**src/rtl/seq_mult_pkg.sv**
```systemverilog
// rtl/seq_mult_pkg.sv - shared state encoding and sizing helpers for the sequential multiplier
package seq_mult_pkg;

  typedef enum logic [1:0] {
    S_IDLE = 2'd0,
    S_RUN  = 2'd1,
    S_DONE = 2'd2
  } state_t;

  localparam int DEF_WIDTH = 64;

  // Counter must be able to hold WIDTH itself, not just WIDTH-1.
  function automatic int cnt_width(input int width);
    return $clog2(width + 1);
  endfunction

endpackage

```
**src/rtl/seq_mult_ctrl_if.sv**
```systemverilog
// rtl/seq_mult_ctrl_if.sv - operand/result handshake bundle between the pipeline and the multiplier
interface seq_mult_ctrl_if
  import seq_mult_pkg::*;
#(
  parameter int WIDTH = DEF_WIDTH
) ();

  logic             start_valid;
  logic             start_ready;
  logic [WIDTH-1:0] A;
  logic [WIDTH-1:0] B;
  logic             busy;
  logic [WIDTH-1:0] result;
  logic             result_valid;
  logic             result_ready;

  modport master (
    output start_valid, A, B, result_ready,
    input  start_ready, busy, result, result_valid
  );

  modport slave (
    input  start_valid, A, B, result_ready,
    output start_ready, busy, result, result_valid
  );

endinterface

```
**src/rtl/mult_pp_step.sv**
```systemverilog
// rtl/mult_pp_step.sv - one shift-and-add step: acc plus the multiplicand gated by the multiplier bit
module mult_pp_step
  import seq_mult_pkg::*;
#(
  parameter int WIDTH = DEF_WIDTH
) (
  input  logic [WIDTH-1:0] acc,
  input  logic [WIDTH-1:0] mcand,
  input  logic             mplier_bit,
  output logic [WIDTH-1:0] acc_next
);

  logic [WIDTH-1:0] pp;

  assign pp       = mcand & {WIDTH{mplier_bit}};
  assign acc_next = acc + pp;

endmodule

```
**src/rtl/seq_mult_ctrl.sv**
```systemverilog
// rtl/seq_mult_ctrl.sv - shift-and-add multiplier controller, low WIDTH bits of A*B
// Optional SEQ_MULT_EARLY_TERM_EN: finish as soon as the remaining multiplier bits are zero.
module seq_mult_ctrl
  import seq_mult_pkg::*;
#(
  parameter int WIDTH = DEF_WIDTH
) (
  input logic            clk,
  input logic            reset,
  seq_mult_ctrl_if.slave bus
);

  localparam int             CNT_W    = cnt_width(WIDTH);
  localparam logic [CNT_W-1:0] LAST_CNT = CNT_W'(WIDTH - 1);

  state_t           state;
  state_t           state_next;
  logic [WIDTH-1:0] acc;
  logic [WIDTH-1:0] acc_next;
  logic [WIDTH-1:0] mcand;
  logic [WIDTH-1:0] mplier;
  logic [WIDTH-1:0] result_q;
  logic [CNT_W-1:0] count;

  logic load;
  logic step;
  logic finish;
  logic last_step;
  logic start_ready_c;
  logic busy_c;
  logic result_valid_c;

  mult_pp_step #(
    .WIDTH(WIDTH)
  ) u_pp_step (
    .acc       (acc),
    .mcand     (mcand),
    .mplier_bit(mplier[0]),
    .acc_next  (acc_next)
  );

`ifdef SEQ_MULT_EARLY_TERM_EN
  // Once the bits still to be consumed are all zero, further steps add nothing.
  assign last_step = (count == LAST_CNT) || ((mplier >> 1) == '0);
`else
  assign last_step = (count == LAST_CNT);
`endif

  always_ff @(posedge clk or posedge reset) begin
    if (reset) begin
      state <= S_IDLE;
    end else begin
      state <= state_next;
    end
  end

  always_comb begin
    state_next     = state;
    start_ready_c  = 1'b0;
    busy_c         = 1'b0;
    result_valid_c = 1'b0;
    load           = 1'b0;
    step           = 1'b0;
    finish         = 1'b0;
    case (state)
      S_IDLE: begin
        start_ready_c = 1'b1;
        if (bus.start_valid) begin
          load       = 1'b1;
          state_next = S_RUN;
        end
      end
      S_RUN: begin
        busy_c = 1'b1;
        step   = 1'b1;
        if (last_step) begin
          finish     = 1'b1;
          state_next = S_DONE;
        end
      end
      S_DONE: begin
        // start_ready stays low here, so a consume and a new accept never share an edge.
        busy_c         = 1'b1;
        result_valid_c = 1'b1;
        if (bus.result_ready) begin
          state_next = S_IDLE;
        end
      end
      default: begin
        state_next = S_IDLE;
      end
    endcase
  end

  always_ff @(posedge clk or posedge reset) begin
    if (reset) begin
      acc      <= '0;
      mcand    <= '0;
      mplier   <= '0;
      count    <= '0;
      result_q <= '0;
    end else if (load) begin
      acc    <= '0;
      mcand  <= bus.A;
      mplier <= bus.B;
      count  <= '0;
    end else if (step) begin
      acc    <= acc_next;
      mcand  <= mcand << 1;
      mplier <= mplier >> 1;
      count  <= count + CNT_W'(1);
      if (finish) begin
        result_q <= acc_next;
      end
    end
  end

  assign bus.start_ready  = start_ready_c;
  assign bus.busy         = busy_c;
  assign bus.result_valid = result_valid_c;
  assign bus.result       = result_q;

endmodule
```
**src/flat_wrapper.sv**
```systemverilog
// flat-port wrapper written by rule: the top's interface ports become plain ports
module seq_mult_ctrl_flat import seq_mult_pkg::*;
#(
  parameter int WIDTH = DEF_WIDTH
)
  (clk, reset, bus_start_valid, bus_A, bus_B, bus_result_ready, bus_start_ready, bus_busy, bus_result, bus_result_valid);
  seq_mult_ctrl_if #(.WIDTH(WIDTH)) bus_i ();
  input logic clk;
  input logic reset;
  input wire logic [$bits(bus_i.start_valid)-1:0] bus_start_valid;
  input wire logic [$bits(bus_i.A)-1:0] bus_A;
  input wire logic [$bits(bus_i.B)-1:0] bus_B;
  input wire logic [$bits(bus_i.result_ready)-1:0] bus_result_ready;
  output wire logic [$bits(bus_i.start_ready)-1:0] bus_start_ready;
  output wire logic [$bits(bus_i.busy)-1:0] bus_busy;
  output wire logic [$bits(bus_i.result)-1:0] bus_result;
  output wire logic [$bits(bus_i.result_valid)-1:0] bus_result_valid;
  assign bus_i.start_valid = bus_start_valid;
  assign bus_i.A = bus_A;
  assign bus_i.B = bus_B;
  assign bus_i.result_ready = bus_result_ready;
  assign bus_start_ready = bus_i.start_ready;
  assign bus_busy = bus_i.busy;
  assign bus_result = bus_i.result;
  assign bus_result_valid = bus_i.result_valid;
  seq_mult_ctrl #(.WIDTH(WIDTH)) u_core (.clk(clk), .reset(reset), .bus(bus_i));
endmodule
```
**config.mk**
```make
export PLATFORM = sky130hd
export DESIGN_NAME = seq_mult_ctrl_flat
export DESIGN_NICKNAME = d
export VERILOG_FILES = /design/src/rtl/seq_mult_pkg.sv /design/src/rtl/seq_mult_ctrl_if.sv /design/src/rtl/mult_pp_step.sv /design/src/rtl/seq_mult_ctrl.sv /design/src/flat_wrapper.sv
export SDC_FILE = /design/constraint.sdc
export NUM_CORES = 1
export LEC_CHECK = 0
export BUFFER_PORTS_ARGS = -buffer_cell sky130_fd_sc_hd__buf_4
export CAP_MARGIN = 20
export CORE_ASPECT_RATIO = 1.75
export CORE_MARGIN = 8
export CORE_UTILIZATION = 30
export CTS_CLUSTER_DIAMETER = 120
export DETAILED_ROUTE_END_ITERATION = 10
export PLACE_DENSITY = 0.46
export SLEW_MARGIN = 0
export SYNTH_ARGS = -nofsm -noshare
export SYNTH_HDL_FRONTEND = slang
export SYNTH_SLANG_ARGS = --single-unit
```
**constraint.sdc**
```tcl
create_clock -name clk -period 9.15 [get_ports clk]
set_input_delay 0.915 -clock clk [delete_from_list [all_inputs] [get_ports clk]]
set_output_delay 0.915 -clock clk [all_outputs]
set_load 0.005 [all_outputs]
```
Yosys cells after proc, flatten, opt, wreduce, memory -nomap -nowiden

Index checks and enable logic that the tools add are counted.

Add/subtract/negate cells: 2
$mul: 0
Div/mod/pow operators: 0
$lt $le $gt $ge: 0
Eq/ne operators: 6
Shifts and indexed selects: 0
Muxes and demuxes: 20
Bitwise operators: 2
Reduce and logical (&&, ||, !) cells: 5

Operators by type and width:

| operator                                              | count |
|---|---|
| two-way mux 64 bit                                    | 6 |
| adder 64 bit                                          | 1 |
| bitwise AND 64 bit                                    | 1 |
| two-way mux 7 bit                                     | 2 |
| two-way mux 1 bit                                     | 8 |
| adder 7 x 1 -> 7 bit, second input constant           | 1 |
| equality test 7 x 6 -> 1 bit, second input constant   | 1 |
| two-way mux 2 bit                                     | 3 |
| case mux 2 bit (3 select lines)                       | 1 |
| AND reduction 3 bit                                   | 2 |
| inequality test 2 bit, second input constant          | 2 |
| equality test 2 x 1 -> 1 bit, second input constant   | 1 |
| equality test 2 bit, second input constant            | 1 |
| zero test 2 bit                                       | 1 |
| inequality test 2 x 1 -> 1 bit, second input constant | 1 |
| nonzero test 2 bit                                    | 1 |
| OR reduction 2 bit                                    | 1 |
| inverter 1 bit                                        | 1 |

Flip-flop bits (word level): 265
Bits in latches: 0
Bits in writable memories: 0
ROM bits: 0
Input bits: 132
Output and inout bits: 67
Word-level logic and storage cells: 41
Memories: 0

Depth between registers and ports, before layout

Gate-level depths: netlist (run 1).

Depth after elaboration: 4
Depth in mapped cells: 15
Gate-level depth less buffers: 13

Cells and area by module

From an unflattened synthesis (run 1), not the netlist that was laid out.

Cells, all modules: 1544
Area total of the unflattened synthesis: 15232.1 um^2

Modules (own cells, without submodules):

| module        | times used | cells an instance | area each (um^2) | sequential area each (um^2) |
|---|---|---|---|---|
| seq_mult_ctrl | 1          | 946               | 11223.3          | 6631.4 |
| mult_pp_step  | 1          | 598               | 4008.8           | 0.0 |

Least setup slack after synthesis (run 1)

Ideal clock, no wire load.

Path kind: register to register
Start point: reg u_core.mplier[0]
End point: reg u_core.acc[62]
Setup time: 0.132 ns
Data arrival time: 3.185 ns
Required time: 9.018 ns
Setup slack: 5.833 ns
Cell stages (with the launch flop): 16
Buffers on the path: 2
Period minus slack after synthesis: 3.317 ns
Path through: dfrtp_1 clkbuf_1 clkbuf_1 and2_1 ha_1 fa_1 a211oi_1 o21a_1 nor4_2 o211ai_2 nand3_2 a41oi_4 nor4_1 or3_1 a31oi_1 nor2_1

Cells in the longest elaborated chain, start to end: 4

Ends and longest elaborated chain:

| what                   | RTL line             | source |
|---|---|---|
| start, declared        | seq_mult_ctrl.sv:21  | `logic [WIDTH-1:0] mplier;` |
| start signal, assigned | seq_mult_ctrl.sv:105 | `mplier <= bus.B;` |
| start signal, assigned | seq_mult_ctrl.sv:110 | `mplier <= mplier >> 1;` |
| bitwise AND 64 bit     | mult_pp_step.sv:15   | `assign pp = mcand & {WIDTH{mplier_bit}};` |
| adder 64 bit           | mult_pp_step.sv:16   | `assign acc_next = acc + pp;` |
| two-way mux 64 bit     | seq_mult_ctrl.sv:107 | `end else if (step) begin` |
| two-way mux 64 bit     | seq_mult_ctrl.sv:102 | `end else if (load) begin` |
| end signal, assigned   | seq_mult_ctrl.sv:108 | `acc <= acc_next;` |
| end, declared          | seq_mult_ctrl.sv:18  | `logic [WIDTH-1:0] acc;` |

No other way between the ends. The select of a mux whose other input is x is not followed.
A chain may end at the register's enable or synchronous reset.

Worst setup path after layout (run 1)

Start point: reg u_core.mplier[0]
End point: reg u_core.result_q[34] (netlist: u_core.bus.result[34])

Cells in the longest elaborated chain, start to end: 2

Ends and longest elaborated chain:

| what                 | RTL line             | source |
|---|---|---|
| bitwise AND 64 bit   | mult_pp_step.sv:15   |  |
| adder 64 bit         | mult_pp_step.sv:16   |  |
| end signal, assigned | seq_mult_ctrl.sv:113 | `result_q <= acc_next;` |
| end, declared        | seq_mult_ctrl.sv:22  | `logic [WIDTH-1:0] result_q;` |

No other way between the ends.

==> results of run 1 <==
==> worst paths after layout <==
check | from | slack [ns] | depth (start not counted) | end
setup / recovery | u_core.mplier[0] | 5.02 | 14 | u_core.bus.result[34]
hold / removal | u_core.bus.result[16] | 0.47 | 2 | u_core.bus.result[16]
setup reg to reg | u_core.mplier[0] | 5.02 | 14 | u_core.bus.result[34]
hold reg to reg | u_core.bus.result[16] | 0.47 | 2 | u_core.bus.result[16]
max in group asynchronous | reset | 7.30 | 3 | u_core.bus.result[53]
min in group asynchronous | reset | 0.49 | 2 | u_core.mplier[38]
==> registers in the layout (all words and copies together), names as in the netlist <==
signal,flops
u_core.mplier,64
u_core.count,7
u_core.state,2
u_core.bus.result,64
u_core.mcand,64
u_core.acc,64
==> cell families after synthesis <==
family,Yosys count,share of synthesized area (%)
flops,265,42.7
simple gates,605,17.4
buf+inv,138,4.01
xor+xnor,63,3.65
fa+ha+maj,68,5.52
compound gates,407,15.9
mux,168,10.8
==> worst max-delay path, stage by stage, from the launching register on <==
cell and delay [ns]:
dfrtp_1 0.38, buf_4 0.32, and2_1 0.23, ha_1 0.20
fa_1 0.44, a211oi_1 0.32, o21a_1 0.28, nor4b_1 0.11
o31ai_1 0.62, o21ai_1 0.25, nand2_1 0.20, a21oi_1 0.09
nor3_1 0.19, xor2_1 0.21, o21ai_0 0.10
==> area by class of cell <==
type / count / area (sq um)
Timing Repair Buffer: 206 / 1610
Sequential cell: 265 / 6630
Clock inverter: 10 / 135
Fill cell: 5321 / 32800
Tap cell: 672 / 841
Inverter: 31 / 124
Multi-Input combinational cell: 1311 / 8310
Clock buffer: 41 / 841
==> through the flow <==
step                      power [W]  std cells  utilization, %  area [sq um]
after floorplan             0.00371       1714               -         15500
after global placement      0.00431       2483            34.0         17500
after detailed placement    0.00434       2483            34.0         17500
after CTS                   0.00560       2534            35.9         18500
after global routing        0.00597       2536            36.0         18500
final                       0.00552       2536            36.0         18500
==> Yosys cell counts, types with 4 or more instances <==
cell	n
a21oi_1	77
buf_2	5
buf_1	5
nor2_1	91
o21bai_1	14
nor3_1	16
o21ai_1	9
o221ai_1	5
nand2_1	339
inv_1	30
xnor2_1	40
nand4_1	26
nand3_1	19
nor2b_1	11
buf_6	6
a21oi_2	5
a21o_1	24
and2_1	69
ha_1	67
a31o_2	4
o21ai_0	188
a31oi_1	11
o22ai_1	8
or3_1	5
clkbuf_8	4
and3_1	4
o21a_1	15
xor2_1	22
a211oi_1	7
mux2i_1	167
clkbuf_1	84
dfrtp_1	265
o31ai_1	4
==> layer usage <==
layer	track usage (%)	vias up	wire length, um
met2	28.2	268	23900
met1	16.9	5966	18300
met4	6.18	0	1700
met5	0	-	0
met3	3.47	73	2600
li1	-	6201	-
==> power by group through the flow <==
stage / registers, W / logic (W) / clock network [W]
6_report: 0.00183 / 0.00246 / 0.00123
4_1_cts: 0.00184 / 0.00249 / 0.00127
3_3_place_gp: 0.00186 / 0.00246 / 0
5_1_grt: 0.00189 / 0.00277 / 0.00131
3_5_place_dp: 0.00186 / 0.00248 / 0
2_1_floorplan: 0.00175 / 0.00196 / 0
==> metrics.csv, run 1 <==
stage,metric,value,unit
sta,Slew Limit Fails,0,
clock_tree,# resized after CTS,0,
sta,RSZ-0062 raised after global routing,no,
sta,Final setup viols,0,
sta,measured slew at the worst slew-check pin,1.02,ns
detailed_routing,DR pass1 iterations,5,
setup_path,CP Class,flip-flop to flip-flop,
pwr,Combinational Power Share,44.6,%
die,Die X,188,um
logic_synthesis,Post-synth EDFFs,0,
logic_synthesis,synthesized area per cell,9.07,sq um
clock_tree,H-Tree Depth,1,
global_routing,largest net degree at the start of global routing,194,
finish,"commonest non-fill, non-tap cell in the layout",nand2_1,
logic_synthesis,Synth cell types,81,
sta,clk_skew,0.0275,ns
die,Die Area,0.0596,sq mm
setup_path,WP data required,9.56,ns
setup_path,Crit Path Max Fanout,65,
detailed_routing,routed length per instance,18.3,um
placed_design,Port Buf Inserts,198,
sta,Max Freq,0.242,GHz
clock_tree,Post-CTS Setup Bufs,0,
global_routing,total track usage,15.4,%
logic_synthesis,ys async rst share,100,%
finish,final net count,2043,
sta,post-route setup slack,5.02,ns
die,Core ar.,0.0513,sq mm
pwr,leakage power,8.60,nW
placed_design,Final HPWL DP,33300,um
pwr,P_sw,0.00224,W
logic_synthesis,synthesized net count,1914,
detailed_routing,routed wire length,46500,um
placed_design,Post-Place Worst Slack,4.80,ns
sta,Tmin final,4.13,ns
clock_tree,hold_buf cts,0,
logic_synthesis,Yosys warnings,0,
sta,Rel. slew slack,32.2,%
logic_synthesis,Most used DFF post-synth,dfrtp_1,
detailed_routing,Vias/cell,4.93,
finish,layout cells sized above 1,15.4,%
sta,setup tns final,0,ns
detailed_routing,"antenna viol nets, final",0,
run,Max Cap Viol,0,
finish,n_diodes,0,
sta,Hold Fails Final Rpt,0,
setup_path,Worst setup EP type,flip-flop,
clock_tree,Clock Latency Late Sink,0.58,ns
sta,Final period util,45.2,%
die,I/O pins,199,
clock_tree,TritonCTS Buffers,28,
die,Initial Util,30.3,%
detailed_routing,# DRC,0,
clock_tree,Max clock buf depth,3,
pwr,Flop pwr share,33.2,%
detailed_routing,vias,12500,
global_routing,initial antenna violation count,0,
die,FP Rows,110,
finish,Layout area overhead,19.0,%
pwr,Clock Power Share,22.2,%
sta,worst hold margin,0.474,ns
logic_synthesis,Yosys reg bits,265,
setup_path,crit path DAT,4.54,ns
logic_synthesis,mapped cell area,0.0155,sq mm
global_routing,vias in the first global route,13600,
pwr,Sw Share,40.6,%
logic_synthesis,"Seq/Total Area, Yosys",42.7,%
clock_tree,"Clk pin slew, worst setup/hold paths",0.07,ns
pwr,Peak VDD IR,0.185,mV
logic_synthesis,top post-synthesis cells by area,"dfrtp_1 (43%), mux2i_1 (11%), nand2_1 (8.2%)",
clock_tree,root buffer cell,clkbuf_16,
clock_tree,CTS tree,yes,
logic_synthesis,top-area cell type share of the netlist area,42.7,%
global_routing,grt ovf,0,
die,Die H,317,um
placed_design,RePlAce Congestion,0.841,
setup_path,Startpoint Class,flip-flop,
pwr,Int Pwr,0.00328,W
worst_hold_path,hold crit path type,flip-flop to flip-flop,
clock_tree,clock sink count,265,
finish,most frequent cells in the layout,"nand2_1 (339), dfrtp_1 (265), buf_4 (201), o21ai_0 (188), mux2i_1 (167)",
outcome,outcome,"complete, no violations",
logic_synthesis,"area leader, netlist",dfrtp_1,
detailed_routing,first-iteration detailed-routing DRC count,602,
logic_synthesis,Mapped Cells,1714,
pwr,P per Cell Area,299,mW/mm^2
global_routing,global-route wire length before repair,74800,um
Note: power is estimated with default switching activity, not from simulation.
==> run 2, diff against run 1 <==
==> constraint.sdc (replaced) <==
create_clock -name clk -period 4.3 [get_ports clk]
set_input_delay 0.43 -clock clk [delete_from_list [all_inputs] [get_ports clk]]
set_output_delay 0.43 -clock clk [all_outputs]
set_load 0.005 [all_outputs]
==> run 2 against run 1 <==
Effect of this change:
- clock power grew 120%
- combinational power grew 120%
- routed wire length grew 3.1%
- critical path depth shrank 1
- die area is the same
- sequential share of layout area shrank 0.31 points
==> metrics.csv, run 2 (synthesized netlist as in run 1, its figures left out) <==
stage,metric,value,unit,change
finish,layout cells sized above 1,16.2,%,+0.79 points
clock_tree,H-Tree Depth,1,,unchanged
die,FP Rows,110,,unchanged
clock_tree,root buffer cell,clkbuf_16,,
setup_path,CP top delay family,compound AO/OA/AOI/OAI gates,,
die,Die Area,0.0596,sq mm,unchanged
global_routing,vias in the first global route,13700,,+0.49%
sta,Max Freq,0.257,GHz,+6.1%
finish,n_diodes,0,,unchanged
clock_tree,TritonCTS Buffers,28,,unchanged
setup_path,Crit Path Max Fanout,35,,-46%
run,Max Cap Viol,0,,unchanged
setup_path,WP data required,4.76,ns,-4.80 ns
sta,Rel. slew slack,27.8,%,-4.5 points
setup_path,Worst setup EP type,flip-flop,,
finish,final non-filler cell area,0.0187,sq mm,+0.87%
sta,Final setup viols,0,,unchanged
die,Die H,317,um,unchanged
finish,Layout area overhead,20.0,%,
detailed_routing,first-iteration detailed-routing DRC count,586,,-2.7%
clock_tree,Clock Latency Late Sink,0.58,ns,about the same
sta,measured slew at the worst slew-check pin,1.08,ns,+0.0668 ns
detailed_routing,Vias/cell,4.95,,+0.40%
setup_path,Startpoint Class,flip-flop,,
global_routing,total track usage,15.8,%,+0.38 points
detailed_routing,WL met1,18700,um,+2.5%
sta,Slew Limit Fails,0,,unchanged
finish,"commonest non-fill, non-tap cell in the layout",nand2_1,,
outcome,outcome,"complete, no violations",,
detailed_routing,"antenna viol nets, final",0,,unchanged
detailed_routing,routed wire length,47900,um,+3.1%
die,Die X,188,um,unchanged
setup_path,CP Depth,13,,-1
detailed_routing,# DRC,0,,unchanged
sta,RSZ-0062 raised after global routing,no,,
global_routing,global-route wire length before repair,76200,um,+1.9%
finish,final net count,2057,,+0.69%
detailed_routing,vias,12600,,+0.95%
detailed_routing,DR pass1 iterations,5,,unchanged
sta,Hold Fails Final Rpt,0,,unchanged
pwr,leakage power,8.67,nW,+0.84%
die,I/O pins,199,,unchanged
worst_hold_path,Worst Hold Depth,3,,+1
placed_design,RePlAce Congestion,0.892,,+6.0%
placed_design,Final HPWL DP,35200,um,+5.7%
setup_path,flop2flop setup slack,0.40,ns,-4.61 ns
finish,most frequent cells in the layout,"nand2_1 (339), dfrtp_1 (265), buf_4 (213), o21ai_0 (188), mux2i_1 (167)",,
global_routing,grt ovf,0,,unchanged
clock_tree,"Clk pin slew, worst setup/hold paths",0.07,ns,about the same
die,Core ar.,0.0513,sq mm,unchanged
clock_tree,clock sink count,265,,unchanged
pwr,P per Cell Area,639,mW/mm^2,+110%
setup_path,CP Class,flip-flop to flip-flop,,
sta,setup tns final,0,ns,unchanged
placed_design,dpl cell area,0.0176,sq mm,+0.72%
setup_path,critical-path cell list,buf_4 > and2_1 > ha_1 > a21oi_1 > nor2b_1 > o21a_1 > o31ai_1 > nand3_1 > a31oi_1 > o31ai_4 > a31oi_1 > xor3_1 > mux2_2,,
setup_path,worst path buffer plus inverter count,1,,unchanged
clock_tree,CTS tree,yes,,
sta,Final period util,90.6,%,+45 points
setup_path,Crit path largest cell delay,0.57,ns,-0.05 ns
setup_path,slowest CP cell,dfrtp_1,,
detailed_routing,routed length per instance,18.8,um,+2.5%
placed_design,Port Buf Inserts,198,,unchanged
detailed_routing,met2 wire length,25400,um,+6.4%
detailed_routing,top sig layer,met4,,
setup_path,crit path DAT,4.36,ns,-0.18 ns
sta,Tmin final,3.90,ns,-0.237 ns
detailed_routing,met3 WL,2250,um,-13%
clock_tree,Max clock buf depth,3,,unchanged
global_routing,initial antenna violation count,0,,unchanged
worst_hold_path,hold crit path type,primary input to flip-flop,,
setup_path,R2R depth,13,,-1
global_routing,largest net degree at the start of global routing,127,,-35%
die,Initial Util,30.3,%,unchanged
setup_path,cell mode on critical path,a31oi_1,,
pwr,Peak VDD IR,0.472,mV,+150%
sta,clk_skew,0.0218,ns,-0.00561 ns
run 2: cell count changes in the layout (fill, tap and decap cells not counted), sizes merged:
cell,previous run,this run
clkinv,7,6
clkbuf,41,36
dlygate4sd3,0,1
bufinv,3,5
inv,30,29
clkinvlp,1,6
buf,206,219
run 2: timing repair:
item,in CTS,in global routing
endpoints found under the setup margin,0,1
buffers inserted,0,0
hold buffers,1,0
hold endpoints to repair,26,0
resized for setup,0,1
run 2: final cells by class:
class / count / area, sq um
tap: 672 / 841
inverter: 31 / 120
multi-input combinational: 1311 / 8320
sequential: 265 / 6630
timing repair buffer: 220 / 1730
clock buffer: 36 / 802
fill: 5361 / 32700
clock inverter: 15 / 213
run 2: metal layers:
metal / GRT usage (%) / vias to the layer above
met4: 5.59 / 0
met1: 17.3 / 6076
met3: 3.00 / 68
met2: 29.8 / 271
met5: 0 / -
li1: - / 6212
run 2: report_power, final:
part	total, W	leakage [nW]	switching, W	internal [W]
sequential	0.00392	3.45	0.000596	0.00333
clock	0.00271	0.487	0.00109	0.00161
combinational	0.00530	4.74	0.00314	0.00216
total	0.0119	8.67	0.00483	0.00710
run 2: path summary, 6_finish.rpt:
kind,end,from
max,u_core.bus.result[63],u_core.mplier[0]
min,u_core.mplier[15],bus_B[15]
max reg2reg,u_core.bus.result[63],u_core.mplier[0]
min reg2reg,u_core.bus.result[53],u_core.bus.result[53]
max in group asynchronous,u_core.mplier[21],reset
min in group asynchronous,u_core.bus.result[35],reset
run 2: stage by stage:
stage / hold slack [ns] / power (W) / util, % / setup WS [ns] / std cells
2_1_floorplan: 0.463 / 0.00789 / - / 0.372 / 1714
3_3_place_gp: 0.461 / 0.00927 / 34.3 / 0.390 / 2497
3_5_place_dp: 0.462 / 0.00934 / 34.3 / 0.324 / 2497
4_1_cts: 0.0187 / 0.0122 / 36.3 / 0.286 / 2549
5_1_grt: 0.0379 / 0.0129 / 36.3 / 0.0969 / 2550
6_report: 0.0536 / 0.0119 / 36.3 / 0.402 / 2550
run 2: worst register-to-register path: stages, from the launching register on:
cell	delay (ns)
dfrtp_1	0.57
buf_4	0.38
and2_1	0.21
ha_1	0.32
a21oi_1	0.31
nor2b_1	0.08
o21a_1	0.18
o31ai_1	0.25
nand3_1	0.14
a31oi_1	0.37
o31ai_4	0.19
a31oi_1	0.26
xor3_1	0.25
mux2_2	0.27
